### src/rtl/ucontrol_pkg.sv
// Shared definitions for the microcode patch loader.
// Command codes, widths and loader state encodings.
package ucontrol_pkg;

    localparam int CS_WIDTH   = 64;
    localparam int TAG_WIDTH  = 9;
    localparam int BEAT_WIDTH = 16;
    localparam int CMD_WIDTH  = 7;
    localparam int CNT_WIDTH  = 5;

    typedef logic [CMD_WIDTH-1:0] cmd_t;
    typedef logic [TAG_WIDTH-1:0] tag_t;

    localparam cmd_t CMD_WRITE = 7'h01;
    localparam cmd_t CMD_INVAL = 7'h02;
    localparam cmd_t CMD_CLEAR = 7'h03;

    typedef enum logic [2:0] {
        ST_HDR    = 3'd0,
        ST_D0     = 3'd1,
        ST_D1     = 3'd2,
        ST_D2     = 3'd3,
        ST_D3     = 3'd4,
        ST_COMMIT = 3'd5
    } state_e;

    function automatic logic cmd_known(input cmd_t c);
        return (c == CMD_WRITE) || (c == CMD_INVAL) || (c == CMD_CLEAR);
    endfunction

endpackage

### src/rtl/ucontrol_patch_cam.sv
// Patch table storage: tag match, hit word mux,
// lowest-free-entry selection and valid-entry count.
module ucontrol_patch_cam
    import ucontrol_pkg::*;
#(
    parameter int NUM_ENTRIES = 8
) (
    input  logic                 clk,
    input  logic                 rst_ni,
    input  logic                 we_i,
    input  logic                 inv_i,
    input  logic                 clr_i,
    input  tag_t                 wtag_i,
    input  logic [CS_WIDTH-1:0]  wdata_i,
    input  tag_t                 ltag_i,
    input  logic [CS_WIDTH-1:0]  rom_cs_i,
    output logic [CS_WIDTH-1:0]  cs_o,
    output logic                 hit_o,
    output logic [CNT_WIDTH-1:0] count_o,
    output logic                 drop_o
);

    localparam int IW = (NUM_ENTRIES > 1) ? $clog2(NUM_ENTRIES) : 1;

    logic [NUM_ENTRIES-1:0] vld_q;
    tag_t                   tag_q  [NUM_ENTRIES];
    logic [CS_WIDTH-1:0]    word_q [NUM_ENTRIES];

    logic          wmatch;
    logic [IW-1:0] widx;
    logic          free_any;
    logic [IW-1:0] fidx;
    logic [IW-1:0] sel;
    logic          wr_ok;

    // Locate the write tag and the lowest-index free slot
    always_comb begin
        wmatch   = 1'b0;
        widx     = '0;
        free_any = 1'b0;
        fidx     = '0;
        for (int i = 0; i < NUM_ENTRIES; i++) begin
            if (vld_q[i] && (tag_q[i] == wtag_i)) begin
                wmatch = 1'b1;
                widx   = IW'(i);
            end
            if (!free_any && !vld_q[i]) begin
                free_any = 1'b1;
                fidx     = IW'(i);
            end
        end
    end

    // An existing tag is overwritten in place; otherwise take a free slot
    always_comb begin
        sel    = wmatch ? widx : fidx;
        wr_ok  = we_i & (wmatch | free_any);
        drop_o = we_i & ~wmatch & ~free_any;
    end

    // Zero-cycle lookup; tags are unique so at most one entry fires
    always_comb begin
        hit_o = 1'b0;
        cs_o  = rom_cs_i;
        for (int i = 0; i < NUM_ENTRIES; i++) begin
            if (vld_q[i] && (tag_q[i] == ltag_i)) begin
                hit_o = 1'b1;
                cs_o  = word_q[i];
            end
        end
    end

    // Number of valid entries
    always_comb begin
        count_o = '0;
        for (int i = 0; i < NUM_ENTRIES; i++) begin
            count_o = count_o + CNT_WIDTH'(vld_q[i]);
        end
    end

    // Entry valid bits
    always_ff @(posedge clk) begin
        if (!rst_ni) begin
            vld_q <= '0;
        end else if (clr_i) begin
            vld_q <= '0;
        end else if (inv_i && wmatch) begin
            vld_q[widx] <= 1'b0;
        end else if (wr_ok) begin
            vld_q[sel] <= 1'b1;
        end
    end

    // Entry tag and word payload; meaningless while invalid
    always_ff @(posedge clk) begin
        if (wr_ok) begin
            tag_q[sel]  <= wtag_i;
            word_q[sel] <= wdata_i;
        end
    end

endmodule

### src/rtl/ucontrol_patch_loader.sv
// Microcode patch loader: assembles 16-bit load beats into
// control-word patches and overlays them on the ROM output.
module ucontrol_patch_loader
    import ucontrol_pkg::*;
#(
    parameter int NUM_ENTRIES = 8
) (
    input  logic                  clk,
    input  logic                  reset,
    input  logic                  load_valid,
    input  logic [BEAT_WIDTH-1:0] load_data,
    output logic                  load_ready,
    input  logic [7:0]            lk_opcode,
    input  logic                  lk_opcode_size,
    input  logic [CS_WIDTH-1:0]   rom_cs,
    output logic [CS_WIDTH-1:0]   control_signal,
    output logic                  patch_hit,
    output logic [CNT_WIDTH-1:0]  patch_count,
    output logic                  load_err
);

    state_e              state_q;
    state_e              state_d;
    cmd_t                cmd_q;
    tag_t                tag_q;
    logic [CS_WIDTH-1:0] buf_q;
    logic                err_q;

    logic beat;
    cmd_t hdr_cmd;
    tag_t hdr_tag;
    logic cam_we;
    logic cam_inv;
    logic cam_clr;
    logic cam_drop;

    assign beat     = load_valid & load_ready;
    assign hdr_cmd  = load_data[15:9];
    assign hdr_tag  = load_data[8:0];
    assign load_err = err_q;

    // Loader state register
    always_ff @(posedge clk) begin
        if (!reset) begin
            state_q <= ST_HDR;
        end else begin
            state_q <= state_d;
        end
    end

    // Packet sequencing; unknown commands are swallowed in HDR
    always_comb begin
        state_d = state_q;
        case (state_q)
            ST_HDR: begin
                if (beat) begin
                    if (hdr_cmd == CMD_WRITE) begin
                        state_d = ST_D0;
                    end else if (cmd_known(hdr_cmd)) begin
                        state_d = ST_COMMIT;
                    end
                end
            end
            ST_D0:     if (beat) state_d = ST_D1;
            ST_D1:     if (beat) state_d = ST_D2;
            ST_D2:     if (beat) state_d = ST_D3;
            ST_D3:     if (beat) state_d = ST_COMMIT;
            ST_COMMIT: state_d = ST_HDR;
            default:   state_d = ST_HDR;
        endcase
    end

    // Handshake and table update strobes
    always_comb begin
        load_ready = (state_q != ST_COMMIT);
        cam_we     = (state_q == ST_COMMIT) && (cmd_q == CMD_WRITE);
        cam_inv    = (state_q == ST_COMMIT) && (cmd_q == CMD_INVAL);
        cam_clr    = (state_q == ST_COMMIT) && (cmd_q == CMD_CLEAR);
    end

    // Header capture, beat assembly (LSB first) and sticky error
    always_ff @(posedge clk) begin
        if (!reset) begin
            cmd_q <= '0;
            tag_q <= '0;
            buf_q <= '0;
            err_q <= 1'b0;
        end else begin
            if (beat) begin
                case (state_q)
                    ST_HDR: begin
                        cmd_q <= hdr_cmd;
                        tag_q <= hdr_tag;
                        if (!cmd_known(hdr_cmd)) begin
                            err_q <= 1'b1;
                        end
                    end
                    ST_D0:   buf_q[15:0]  <= load_data;
                    ST_D1:   buf_q[31:16] <= load_data;
                    ST_D2:   buf_q[47:32] <= load_data;
                    ST_D3:   buf_q[63:48] <= load_data;
                    default: ;
                endcase
            end
            if (cam_drop) begin
                err_q <= 1'b1;
            end
        end
    end

    ucontrol_patch_cam #(
        .NUM_ENTRIES(NUM_ENTRIES)
    ) u_cam (
        .clk      (clk),
        .rst_ni   (reset),
        .we_i     (cam_we),
        .inv_i    (cam_inv),
        .clr_i    (cam_clr),
        .wtag_i   (tag_q),
        .wdata_i  (buf_q),
        .ltag_i   ({lk_opcode_size, lk_opcode}),
        .rom_cs_i (rom_cs),
        .cs_o     (control_signal),
        .hit_o    (patch_hit),
        .count_o  (patch_count),
        .drop_o   (cam_drop)
    );

endmodule

### config.mk
export PLATFORM = sky130hd
export DESIGN_NAME = ucontrol_patch_loader
export DESIGN_NICKNAME = d
export VERILOG_FILES = /design/src/rtl/ucontrol_pkg.sv /design/src/rtl/ucontrol_patch_cam.sv /design/src/rtl/ucontrol_patch_loader.sv
export SDC_FILE = /design/constraint.sdc
export NUM_CORES = 1
export LEC_CHECK = 0
export BUFFER_PORTS_ARGS = -buffer_cell sky130_fd_sc_hd__buf_2
export CAP_MARGIN = 25
export CORE_AREA = 4 4 288 290
export CTS_BUF_LIST = sky130_fd_sc_hd__clkbuf_8
export CTS_CLUSTER_DIAMETER = 100
export CTS_CLUSTER_SIZE = 10
export DETAILED_ROUTE_END_ITERATION = 10
export DIE_AREA = 0 0 292 294
export PLACE_DENSITY_LB_ADDON = 0.1
export SLEW_MARGIN = 20
export SYNTH_ARGS = -nofsm -noshare
export SYNTH_HDL_FRONTEND = slang
export SYNTH_SLANG_ARGS = --single-unit
export TNS_END_PERCENT = 10
### constraint.sdc
create_clock -name clk -period 5.05 [get_ports clk]
set_input_delay 1.01 -clock clk [delete_from_list [all_inputs] [get_ports clk]]
set_output_delay 1.01 -clock clk [all_outputs]
set_load 0.005 [all_outputs]
==> results.toml <==
[setup_path]
path_max_fanout = 29
endpoint_of_the_worst_register_to_register_path = "u_cam.tag_q[2][1]"
worst-r2r-cell-count = 9
reg_to_reg_slack_setup_ns = 1.08
reg2reg_from = "tag_q[1]"
worstSetupStartpointType = "primary input"
worstPathArrival_ns = 3.77
critPathLaunch = "lk_opcode[1]"
timing.setup.critical_path_class = "primary input to primary output"
worst_ep_required_time_ns = 4.04
worst_setup_path_end_kind = "primary output"

[cts]
cts_hold_buf = 0
clock_tree_from_tritoncts = "yes"
cts_made_buffers = 77
clk_pin_slew_worst_paths_ns = 0.07
postCtsSetupRepairBufs = 0
post_cts.resized_instances = 0
cts_max_path_buffers = 3
cts_sinks = 676
clk_latency_ns = 0.70
cts-root-buf = "clkbuf_8"
htree_num_levels = 3

[place]
dpl_worst_slack_ns = 0.253
portBuffers = 162
detailed_placement_wirelength_estimate_um = 53900
place.gp.congestion = 0.797

[power_and_ir_drop]
total_leakage_power_uw = 0.00988
power_density_nw_per_um2 = 312
worst_ir_drop_vdd_mv = 0.150

[floorplan]
core_area_um2 = 80300
die_x_um = 292
fp.dieH_um = 294
num_rows = 104
io-pin-count = 164
die_area_um2 = 85800
initial_core_util_pct = 34.8

[global_route]
first_global_vias = 18300
grt_antenna_before_repair = 6
globalRouteOverflowTotal = 0
grt_start_max_net_pins = 63
grt_pass1_wl_um = 129000
grt.total_usage_pct = 20.1

[timing]
fin_skew_ns = 0.0416
unrepaired_setup_endpoints_after_global_routing = "no"
maxSlewViolCount = 0
setup_viol = 0
period_share_pct = 94.6
timing.final.crit_period_ns = 4.78
tns_ns = 0
timing.max_slew.rel_slack_pct = 34.8
achievable-frequency_mhz = 209
worst_slew_pin_tran_ns = 0.978
hold_violations = 0
setup_ws_ns = 0.272

[yosys]
yosys-top-cells-area = "edfxtp_1, dfxtp_1, xnor2_1"
synthDistinctLibCells = 59
synthesis.area_per_instance_um2 = 13.6
netlist.top_cell.by_area = "edfxtp_1"
synth.ff_latch_count = 676
netlist.area_leader.share_pct = 62.8
synth.cell_area_um2 = 27900
synth_enable_flop_cells = 584
synth_async_sr_flop_share_pct = 0
synth_fp_nets = 2154
seq_area_frac_synth_pct = 69.4
synth.yosys.warnings = 0
synthCells = 2053
synth_top_flop_cell = "edfxtp_1"

[detailed_routing]
wl_per_cell_um = 26.2
detail_route.vias_per_cell = 5.34
totalWireLength_um = 87900
initialDrtViolationCount = 1466
count_of_vias_placed_by_the_detailed_router = 17900
drt-pass1-iter-count = 5
route.detailed.drc = 0
postRouteAntennaNets = 0

[hold_path]
worstHoldPathType = "register to register"
worstHoldStart = "cmd_q[6]"
worstHoldEndpoint = "cmd_q[6]"
whs_path_depth = 2

[status]
status = "complete, no violations"

[cells_and_area]
final_layout_size_suffix_gt1_share_pct = 18.4
area_added_between_synthesis_and_finish_pct = 13.9
nets = 2333

[flow_run]
maxCapViolations = 0
power breakdown:
part,total [uW],switching [uW],internal (uW)
clock network,3520,2020,1500
logic,372,205,167
registers,6020,30.1,5990
stage by stage:
| stage | utilization, % | power (uW) | hold slack (ns) | instances | cell area [um^2] |
|---|---|---|---|---|---|
| finish | 39.6 | 9910 | 0.455 | 3355 | 31800 |
| CTS | 39.6 | 10000 | 0.455 | 3350 | 31800 |
| global placement | 37.9 | 6520 | 0.441 | 3212 | 30400 |
| global route | 39.6 | 10300 | 0.477 | 3354 | 31800 |
| detailed placement | 37.9 | 6520 | 0.445 | 3212 | 30400 |
| floorplan | - | 6340 | 0.431 | 2053 | 27900 |
per-layer routing:
metal	track usage (%)	vias to the layer above	share of wire, %
met4	4.37	4	2.0
met1	27.6	9202	45
met2	33.9	491	48
met3	3.36	117	4.9
li1	-	8098	-
met5	0	-	0.030
registers in the layout, summed over array words and instances (netlist names):
signal and cells:
u_cam.tag_q 72, state_q 3, load_err 1, tag_q 9, u_cam.vld_q 8, buf_q 64, cmd_q 7, u_cam.word_q 512
synthesized netlist by cell type, types with 3 or more instances:
cell      count
nor3_2        4
a21oi_1     152
o21a_1       63
ha_1          5
o21ai_1      67
o221a_2      62
nand2_1     183
nand3_1       8
nand2b_1      3
o211ai_1      8
nor2_1      149
buf_6        14
o21ai_0      66
nor4_1       10
nand4_1      31
buf_2        21
xor2_1       30
clkbuf_1     99
nor3_1        9
inv_1        20
nor2b_1       4
fa_1          4
nand3b_1      5
xnor2_1     115
nor4_2        3
dfxtp_1      92
or3_1         9
a211oi_1    125
edfxtp_1    584
a31oi_1       5
mux2i_1      67
placed cells by master, fill, tap and decap left out, drive strengths merged, types with 4 or more instances in the layout:
| cell type | netlist | routed |
|---|---|---|
| edfxtp | 584 | 584 |
| buf | 39 | 238 |
| nand2 | 183 | 183 |
| a21oi | 153 | 153 |
| nor2 | 149 | 149 |
| o21ai | 133 | 133 |
| a211oi | 125 | 125 |
| xnor2 | 116 | 116 |
| dfxtp | 92 | 92 |
| clkbuf | 99 | 78 |
| inv | 20 | 74 |
| mux2i | 67 | 67 |
| o21a | 63 | 63 |
| o221a | 62 | 62 |
| nand4 | 33 | 33 |
| xor2 | 30 | 30 |
| nor4 | 14 | 14 |
| nor3 | 13 | 13 |
| or3 | 9 | 9 |
| o211ai | 8 | 8 |
| nand3 | 8 | 8 |
| nand3b | 5 | 5 |
| ha | 5 | 5 |
| a31oi | 5 | 5 |
| diode | 0 | 4 |
| fa | 4 | 4 |
| nor2b | 4 | 4 |
cell type report:
| class | count | area (um^2) |
|---|---|---|
| clock inverter | 60 | 289 |
| timing repair buffer | 238 | 1690 |
| inverter | 20 | 77.6 |
| clock buffer | 78 | 1070 |
| tap | 1060 | 1330 |
| antenna | 4 | 10.0 |
| fill | 7510 | 48500 |
| sequential | 676 | 19400 |
| multi-input combinational | 1219 | 7930 |
critical path, cell delays in order:
cell	delay, ns
buf_2	0.30
xor2_1	0.16
nor4_1	0.36
nand3_2	0.51
buf_12	0.40
nor2_1	0.11
a211oi_1	0.06
a211oi_1	0.39
o21ai_1	0.15
o221a_2	0.15
buf_2	0.13
kinds of logic after synthesis:
| kind of cell | Yosys count | synth area share (%) |
|---|---|---|
| XOR/XNOR | 146 | 4.61 |
| adder cells (fa/ha/maj) | 9 | 0.511 |
| other | 1 | 0.0134 |
| multiplexers | 67 | 2.40 |
| flip-flops | 676 | 69.4 |
| AO/OA/AOI/OAI | 560 | 13.4 |
| buffers and inverters | 158 | 2.62 |
| AND/OR/NAND/NOR | 436 | 7.04 |
worst max path at each step:
stage                               to  slack, ns  cells past startpoint
detailed placement  control_signal[14]       0.25                     11
global placement    control_signal[14]       0.24                     11
global route        control_signal[14]       0.16                     11
finish              control_signal[14]       0.27                     11
floorplan            u_cam.tag_q[4][0]      -0.42                      9
CTS                 control_signal[14]       0.23                     11
No activity file was read; power rests on OpenSTA's default activity.
